`config.mk`:
```
export PLATFORM = sky130hd
export DESIGN_NAME = mem_access_unit
export DESIGN_NICKNAME = d
export VERILOG_FILES = /design/src/rtl/mem_access_unit.sv
export SDC_FILE = /design/constraint.sdc
export NUM_CORES = 1
export LEC_CHECK = 0
export ABC_AREA = 1
export BUFFER_PORTS_ARGS = -buffer_cell sky130_fd_sc_hd__clkbuf_2
export CORE_MARGIN = 2
export CORE_UTILIZATION = 50
export CTS_BUF_LIST = sky130_fd_sc_hd__clkbuf_16
export DETAILED_ROUTE_END_ITERATION = 7
export HOLD_SLACK_MARGIN = 0.08
export MAX_ROUTING_LAYER = met4
export PLACE_DENSITY = 0.81
export SYNTH_ARGS = -nofsm -noshare
export SYNTH_HDL_FRONTEND = slang
export SYNTH_SLANG_ARGS = --single-unit
```
`constraint.sdc`:
```
create_clock -name i_clk -period 1.7 [get_ports i_clk]
set_input_delay 0.085 -clock i_clk [delete_from_list [all_inputs] [get_ports i_clk]]
set_output_delay 0.085 -clock i_clk [all_outputs]
set_load 0.01 [all_outputs]
```
`src/rtl/mem_access_unit.sv`:
```
// rtl/mem_access_unit.sv - RV32I data-memory load/store request/ack controller
// Optional: MEM_MISALIGN_TRAP_EN rejects misaligned accesses instead of force-aligning them.
module mem_access_unit #(
    parameter int TIMEOUT = 15
) (
    input  logic        i_clk,
    input  logic        i_rst_n,
    input  logic [6:0]  i_opcode,
    input  logic [2:0]  i_funct3,
    input  logic [31:0] i_addr,
    input  logic [31:0] i_storeData,
    output logic        o_stall,
    output logic [31:0] o_loadData,
    output logic        o_loadValid,
    output logic        o_busErr,
    output logic        o_misaligned,
    output logic        o_memReq,
    output logic        o_memWe,
    output logic [31:0] o_memAddr,
    output logic [3:0]  o_memByteEn,
    output logic [31:0] o_memWData,
    input  logic [31:0] i_memRData,
    input  logic        i_memAck
);
    typedef enum logic [1:0] {S_IDLE, S_REQ, S_DONE} state_t;
    localparam logic [7:0] TO_LAST = 8'(TIMEOUT - 1);

    state_t      state_q, state_d;
    logic        is_load, is_store, mem_op, stall_raw;
    logic [1:0]  size, off_eff;
    logic [3:0]  be_d, be_q;
    logic [31:0] wdata_d, wdata_q, addr_q, ldata_q, ldata_d, shifted;
    logic [1:0]  size_q, off_q;
    logic        we_q, uns_q, load_q, err_q;
    logic [7:0]  cnt_q;
    logic        unused_ok;

    assign is_load   = i_opcode[6:2] == 5'b00000;
    assign is_store  = i_opcode[6:2] == 5'b01000;
    assign mem_op    = is_load | is_store;
    assign size      = i_funct3[1:0];
    assign unused_ok = &{1'b0, i_opcode[1:0]};

    // Effective lane offset: misaligned halves/words drop the offending low address bits.
    always_comb begin
        off_eff = 2'b00;
        be_d    = 4'b1111;
        wdata_d = i_storeData;
        case (size)
            2'b00: begin
                off_eff = i_addr[1:0];
                be_d    = 4'b0001 << i_addr[1:0];
                wdata_d = {4{i_storeData[7:0]}};
            end
            2'b01: begin
                off_eff = {i_addr[1], 1'b0};
                be_d    = 4'b0011 << {i_addr[1], 1'b0};
                wdata_d = {2{i_storeData[15:0]}};
            end
            default: begin
                off_eff = 2'b00;
                be_d    = 4'b1111;
                wdata_d = i_storeData;
            end
        endcase
    end

`ifdef MEM_MISALIGN_TRAP_EN
    logic misaligned, mis_q;
    assign misaligned = (size == 2'b01 && i_addr[0]) || (size[1] && i_addr[1:0] != 2'b00);

    always_ff @(posedge i_clk or negedge i_rst_n) begin
        if (!i_rst_n) begin
            mis_q <= 1'b0;
        end else if (state_q == S_IDLE && mem_op) begin
            mis_q <= misaligned;
        end
    end

    assign o_misaligned = (state_q == S_DONE) && mis_q;
`else
    logic mis_q;
    assign mis_q        = 1'b0;
    assign o_misaligned = 1'b0;
`endif

    assign shifted = i_memRData >> {off_q, 3'b000};

    always_comb begin
        ldata_d = i_memRData;
        case (size_q)
            2'b00:   ldata_d = uns_q ? {24'h0, shifted[7:0]} : {{24{shifted[7]}}, shifted[7:0]};
            2'b01:   ldata_d = uns_q ? {16'h0, shifted[15:0]} : {{16{shifted[15]}}, shifted[15:0]};
            default: ldata_d = i_memRData;
        endcase
    end

    always_comb begin
        state_d   = state_q;
        stall_raw = 1'b0;
        case (state_q)
            S_IDLE: begin
                if (mem_op) begin
                    stall_raw = 1'b1;
                    state_d   = S_REQ;
`ifdef MEM_MISALIGN_TRAP_EN
                    if (misaligned) state_d = S_DONE;
`endif
                end
            end
            S_REQ: begin
                stall_raw = 1'b1;
                if (i_memAck || cnt_q == TO_LAST) state_d = S_DONE;
            end
            S_DONE:  state_d = S_IDLE;
            default: state_d = S_IDLE;
        endcase
    end

    always_ff @(posedge i_clk or negedge i_rst_n) begin
        if (!i_rst_n) begin
            state_q <= S_IDLE;
            we_q    <= 1'b0;
            addr_q  <= 32'h0;
            be_q    <= 4'h0;
            wdata_q <= 32'h0;
            size_q  <= 2'b00;
            off_q   <= 2'b00;
            uns_q   <= 1'b0;
            load_q  <= 1'b0;
            err_q   <= 1'b0;
            cnt_q   <= 8'h0;
            ldata_q <= 32'h0;
        end else begin
            state_q <= state_d;
            case (state_q)
                S_IDLE: begin
                    if (mem_op) begin
                        we_q    <= is_store;
                        addr_q  <= {i_addr[31:2], 2'b00};
                        be_q    <= be_d;
                        wdata_q <= wdata_d;
                        size_q  <= size;
                        off_q   <= off_eff;
                        uns_q   <= i_funct3[2];
                        load_q  <= is_load;
                        err_q   <= 1'b0;
                        cnt_q   <= 8'h0;
                    end
                end
                S_REQ: begin
                    // Ack takes priority over the final timeout cycle.
                    if (i_memAck) begin
                        ldata_q <= ldata_d;
                    end else if (cnt_q == TO_LAST) begin
                        err_q <= 1'b1;
                    end else begin
                        cnt_q <= cnt_q + 8'd1;
                    end
                end
                default: ;
            endcase
        end
    end

    assign o_stall     = i_rst_n && stall_raw;
    assign o_memReq    = state_q == S_REQ;
    assign o_memWe     = o_memReq && we_q;
    assign o_memAddr   = addr_q;
    assign o_memByteEn = be_q;
    assign o_memWData  = wdata_q;
    assign o_loadData  = ldata_q;
    assign o_loadValid = (state_q == S_DONE) && load_q && !err_q && !mis_q;
    assign o_busErr    = (state_q == S_DONE) && err_q;
endmodule

```
# Word level (Yosys, flattened, before mapping)
# Cells that the tools add are included.
word_totals:
  input_bits: 109
  output_inout_bits: 106
  ff_bits: 116
op_classes:
  n_eq_ne: 11
  shift: 3
  n_mux: 19
  bitwise: 1
  n_addsub: 1
  n_reduce_logical: 17
ops:
  columns: ["operator", "n"]
  rows:
  - ["$pmux W32 S2", 2]
  - ["$mux W32", 2]
  - ["$shr A32 B5 Y16", 1]
  - ["$mux W8", 3]
  - ["$pmux W8 S2", 1]
  - ["$add A8 B1 Y8 const B", 1]
  - ["$eq A8 B4 Y1 const B", 1]
  - ["$pmux W2 S2", 2]
  - ["$pmux W4 S2", 1]
  - ["$reduce_and A4 Y1", 2]
  - ["$eq A2 B1 Y1 const B", 3]
  - ["$logic_not A2 Y1", 3]
  - ["$ne A2 B2 Y1 const B", 3]
  - ["$reduce_and A2 Y1", 3]
  - ["$eq A5 B4 Y1 const B", 1]
  - ["$logic_and A1 B1 Y1", 5]
  - ["$logic_not A5 Y1", 1]
  - ["$mux W1", 4]
  - ["$mux W2", 2]
  - ["$ne A2 B1 Y1 const B", 2]
  - ["$pmux W1 S2", 2]
  - ["$shl A1 B2 Y4 const A", 1]
  - ["$shl A2 B2 Y4 const A", 1]
  - ["$eq A2 B2 Y1 const B", 1]
  - ["other kinds (4)", 4]

# Depth between registers and ports, before layout
logic_depth:
  ltp_word: 5
  ltp_mapped: 9
  depth_no_buf: 9

# Worst setup path before layout
# OpenSTA, ideal clock, no wires.
synth_path:
  path_type: "flip-flop to flip-flop"
  startpoint: "register cnt_q[0]"
  endpoint: "register cnt_q[5]"
  synth_period_minus_slack_ns: 1.276
  stages_incl_launch_ff: 10
  arrival_time_ns: 1.159
  setup_ns: 0.117
  setup_slack_ns: 0.424
  required_ns: 1.583
  cell_sequence: "dfrtp_1 inv_1 ha_1 nand2_1 nor2_1 nand2_1 nand3_2 nand2_4 nand2_1 nand2_1"
synth_between:
  elab_chain_len: 4
  elab_cells_between_ends: 7
synth_lines:
  columns: ["item", "line_no", "source"]
  rows:
  - ["start, declared", "35", "logic [7:0] cnt_q;"]
  - ["start signal, assigned", "158", "cnt_q <= cnt_q + 8'd1;"]
  - ["$add A8 B1 Y8", "158", null]
  - ["$mux W8", "155", "end else if (cnt_q == TO_LAST) begin"]
  - ["$mux W8", "153", "if (i_memAck) begin"]
  - ["$pmux W8 S2", "136", "case (state_q)"]
# Parallel ways exist; a longest one is shown, timed or not. The select of a mux whose other input is x is not followed.
# A chain may end at the register's enable or synchronous reset.

# Worst setup path in the final report
layout_path:
  startpoint: "register state_q[0]"
  endpoint: "register ldata_q[0] (netlist: o_loadData[0])"
layout_between:
  elab_chain_len: 2
layout_lines:
  columns: ["item", "line_no", "source"]
  rows:
  - ["start, declared", "28", "state_t state_q, state_d;"]
  - ["start signal, assigned", "135", "state_q <= state_d;"]
  - ["$eq A2 B1 Y1", "136", null]
  - ["$reduce_and A2 Y1 (no source line)", null, null]
  - ["end signal, assigned", "154", "ldata_q <= ldata_d;"]
  - ["end, declared", "32", "logic [31:0] wdata_d, wdata_q, addr_q, ldata_q, ldata_d, shifted;"]
# Every way passes these cells.

==> flow_summary.rst <==
.. list-table::
   :header-rows: 1

   * - Metric
     - Value
   * - Status
     - completed
   * - Sequential Power Share
     - 36.5%
   * - Worst slew margin relative to its limit
     - 59.0%
   * - Worst Hold Depth
     - 3
   * - Post-Layout Inst Area
     - 8550 µm²
   * - Routed WL
     - 18,300 µm
   * - Part of the power in the clock network
     - 33.4%
   * - Register area share after synthesis
     - 49.9%
   * - Setup Skew
     - 0.00933 ns
   * - Number of global-route vias before repair
     - 6,305
   * - Setup slack after placement
     - 0.156 ns
   * - Dpl cell area
     - 6980 µm²
   * - Switching power share of the total
     - 33.8%
   * - Buffers from clock root to sink, at most
     - 2
   * - Power density normalized to cell area
     - 1280 nW/µm²
   * - Combinational share of power
     - 30.1%
   * - Post-synthesis instance area
     - 5820 µm²
   * - Family of cells with the greatest summed delay on the critical path
     - buffers and inverters
   * - Maximum capacitance violations
     - 0
   * - Compound-cell area share of the yosys netlist
     - 13.8%
   * - Combinational family with the most area after synthesis
     - simple AND/OR/NAND/NOR gates
   * - Share of synthesized cell area in and, or, nand and nor gates
     - 26.8%
   * - Pin count of the biggest net entering global routing
     - 117
   * - LEAKAGE
     - 4.61 nW
   * - Cell count after synthesis
     - 735
   * - Antenna violations before repair
     - 0
   * - H-tree depth reported by CTS
     - 4
   * - Synthesis-stage register bit count
     - 116
   * - Number of remaining DRC errors
     - 0
   * - Maximum clock rate
     - 636 MHz
   * - DRT antenna net count
     - 0
   * - Commonest non-fill, non-tap cell in the layout
     - nand2_1
   * - First-pass detailed-route iteration total
     - 5
   * - Peak per-stage delay on the critical path
     - 0.44 ns
   * - Reg-to-reg critical path endpoint
     - o_loadData[0]
   * - Crit path arrival time
     - 1.86 ns
   * - Growth of design area from synthesis to finish
     - 47.0%
   * - Path class of the lowest-slack min-delay path
     - in -> reg
   * - Ratio of cells with drive above 1 in the final layout
     - 29.2%
   * - Via density per instance
     - 5.24
   * - Worst min-delay path startpoint
     - i_funct3[0]
   * - Cell seen most often among critical-path stages
     - nand2_1
   * - Total internal power
     - 7.27 mW
   * - Clock root buffer master
     - clkbuf_16
   * - Number of placement rows
     - 39
   * - Clock insertion delay at the later pin of the skew report
     - 0.40 ns
   * - Setup slack of the most critical reg-to-reg path
     - 0.13 ns
   * - Final Cycle Share
     - 92.5%
   * - Number of diodes added for antenna fixing
     - 0
   * - DR vias
     - 6,240
   * - Clock sink count
     - 116
   * - Fin worst setup slack
     - 0.127 ns
   * - TritonCTS clock tree
     - yes
   * - Routability congestion estimate from global placement
     - 0.911
   * - Sum of negative setup slack
     - 0 ns
   * - Die Y
     - 112 µm
   * - Number of DRC violations after detailed-routing iteration 0
     - 502
   * - Setup repair after global routing missed its margin
     - no
   * - Endpoint kind of the worst setup timing path
     - flip-flop
   * - Post-synthesis adder-cell area fraction
     - 0.430%
   * - Sink of the worst hold path
     - size_q[0]
   * - Commonest non-fill, non-tap cells in the layout
     - nand2_1, clkbuf_2, dfrtp_1
   * - Launch instance of the worst register-to-register path
     - state_q[0]
   * - Core area
     - 11,400 µm²
   * - Count of buffers inserted at the top-level ports
     - 209
   * - Post-Synth XOR/XNOR Area
     - 0.602%
   * - First-pass GRT wire length
     - 30,300 µm
   * - Net count, final
     - 1,146
   * - Startpoint-to-endpoint class of the critical path
     - reg -> reg
   * - Mapped Avg Cell Area
     - 7.91 µm²
   * - Number of warnings issued by yosys
     - 0
   * - Fraction of synthesized area in multiplexers
     - 0%
   * - DPL Wire Length
     - 10,600 µm
   * - Buffer and inverter count on the worst path
     - 2
   * - Combined global-route utilization of all metal layers
     - 31.0%
   * - Ports
     - 215
   * - Cell variety after synth
     - 34
   * - Required time of the critical path
     - 1.99 ns
   * - Ordered cell list for the critical path
     - nand2_1, nor2_4, inv_1, buf_4, a21oi_1, nand2_1, nand2_1
   * - Final number of setup-violating endpoints
     - 0
   * - Grt total ovfl
     - 0
   * - Path depth of the worst reg2reg path
     - 7
   * - Net switching power
     - 3.71 mW
   * - Die Footprint
     - 12,500 µm²
   * - Starting density of the core
     - 51.2%
   * - Wire length per cell
     - 15.4 µm
   * - Final count of pins violating max slew
     - 0
   * - Critical-path top delay cell
     - inv_1
   * - Clock-pin slew on the worst setup and hold paths
     - 0.06 ns
   * - Time the final worst path needs with I/O delays and setup
     - 1.57 ns
   * - Count of final hold-check violations
     - 0
   * - CTS buffer count
     - 17
   * - Max rail drop VDD
     - 0.796 mV
   * - Biggest fanout along the worst timing path
     - 19
   * - Worst slew pin tran
     - 0.614 ns
   * - Category of the worst setup path launch point
     - flip-flop
   * - Die X-Extent
     - 112 µm
==> timing repair <==
item | 4_1_cts | 5_1_grt
endpoints found under the setup margin | 1 | 0
buffers inserted | 1 | 0
endpoints found under the hold margin | 204 | 0
hold buffers | 95 | 0
gates resized for setup | 1 | 0
==> kinds of logic after synthesis <==
kind of cell / after synthesis
other: 1
buffers and inverters: 112
AO/OA/AOI/OAI: 153
AND/OR/NAND/NOR: 347
adder cells (fa/ha/maj): 2
flip-flops: 116
XOR/XNOR: 4
==> per-layer routing <==
| layer | share of wire (%) | wire length [µm] | up-vias | track usage (%) |
|---|---|---|---|---|
| li1 | - | - | 2935 | - |
| met1 | 39 | 7170 | 2931 | 36.8 |
| met2 | 50 | 9130 | 311 | 51.2 |
| met3 | 7.7 | 1420 | 63 | 7.35 |
| met4 | 3.4 | 614 | 0 | 12.4 |
| met5 | 0 | 0 | - | - |
==> registers in the layout, summed over array words and instances (netlist names) <==
| name | cells |
|---|---|
| o_loadData | 32 |
| uns_q | 1 |
| cnt_q | 8 |
| we_q | 1 |
| size_q | 2 |
| o_memByteEn | 4 |
| load_q | 1 |
| o_memAddr | 30 |
| err_q | 1 |
| off_q | 2 |
| o_memWData | 32 |
| state_q | 2 |
==> stage by stage <==
step	cells	hold slack [ns]	total power, mW	utilization, %
global placement	1063	0.233	6.94	61.4
global route	1191	0.101	11.6	75.2
floorplan	737	-0.211	5.74	-
finish	1191	0.103	11.0	75.2
detailed placement	1063	0.240	7.02	61.4
CTS	1191	0.0802	10.9	75.2
==> area by class of cell <==
cell class	instances	area (µm²)
flip-flops and latches	116	2900
fillers	753	2820
multi-input cells	509	2440
repair buffers	319	2150
clock buffers	17	425
inverters	72	270
clock inverters	15	181
well taps	143	179
==> worst max-delay path by stage <==
stage	from	to	slack (ns)	cells past startpoint
6_report	state_q[0]	o_loadData[0]	0.13	7
5_1_grt	off_q[1]	o_loadData[14]	0.004	5
4_1_cts	state_q[1]	o_stall	0.12	5
3_5_place_dp	state_q[0]	o_loadData[6]	0.16	7
3_3_place_gp	state_q[0]	o_loadData[3]	0.19	7
2_1_floorplan	cnt_q[0]	cnt_q[5]	0.42	9
==> tightest hold or removal path: stages <==
cell	delay, ns
clkbuf_2	0.20
inv_1	0.08
o21ai_0	0.07
==> synth_stat cells, drive strengths merged <==
master | number | area, µm²
a2bb2oi | 1 | 8.76
inv | 71 | 267
a21oi | 64 | 320
dfrtp | 116 | 2900
nand4 | 2 | 12.5
buf | 26 | 166
clkinv | 1 | 3.75
nand3 | 47 | 320
xor2 | 1 | 8.76
o21a | 1 | 7.51
nor3 | 3 | 15.0
conb | 1 | 3.75
nor2 | 30 | 136
o21bai | 3 | 22.5
o21ai | 73 | 365
a21boi | 9 | 67.6
ha | 2 | 25.0
xnor2 | 3 | 26.3
o22ai | 2 | 12.5
or2 | 25 | 156
nand2 | 240 | 916
clkbuf | 14 | 52.6
==> power by group through the flow <==
stage               sequential (mW)  clock, mW  combinational, mW
floorplan                      4.29          0               1.46
detailed placement             3.99          0               3.04
global placement               3.98          0               2.96
CTS                            3.97       3.69               3.22
finish                         4.01       3.67               3.30
global route                   4.09       3.85               3.65
Note: power is estimated with default switching activity, not from simulation.
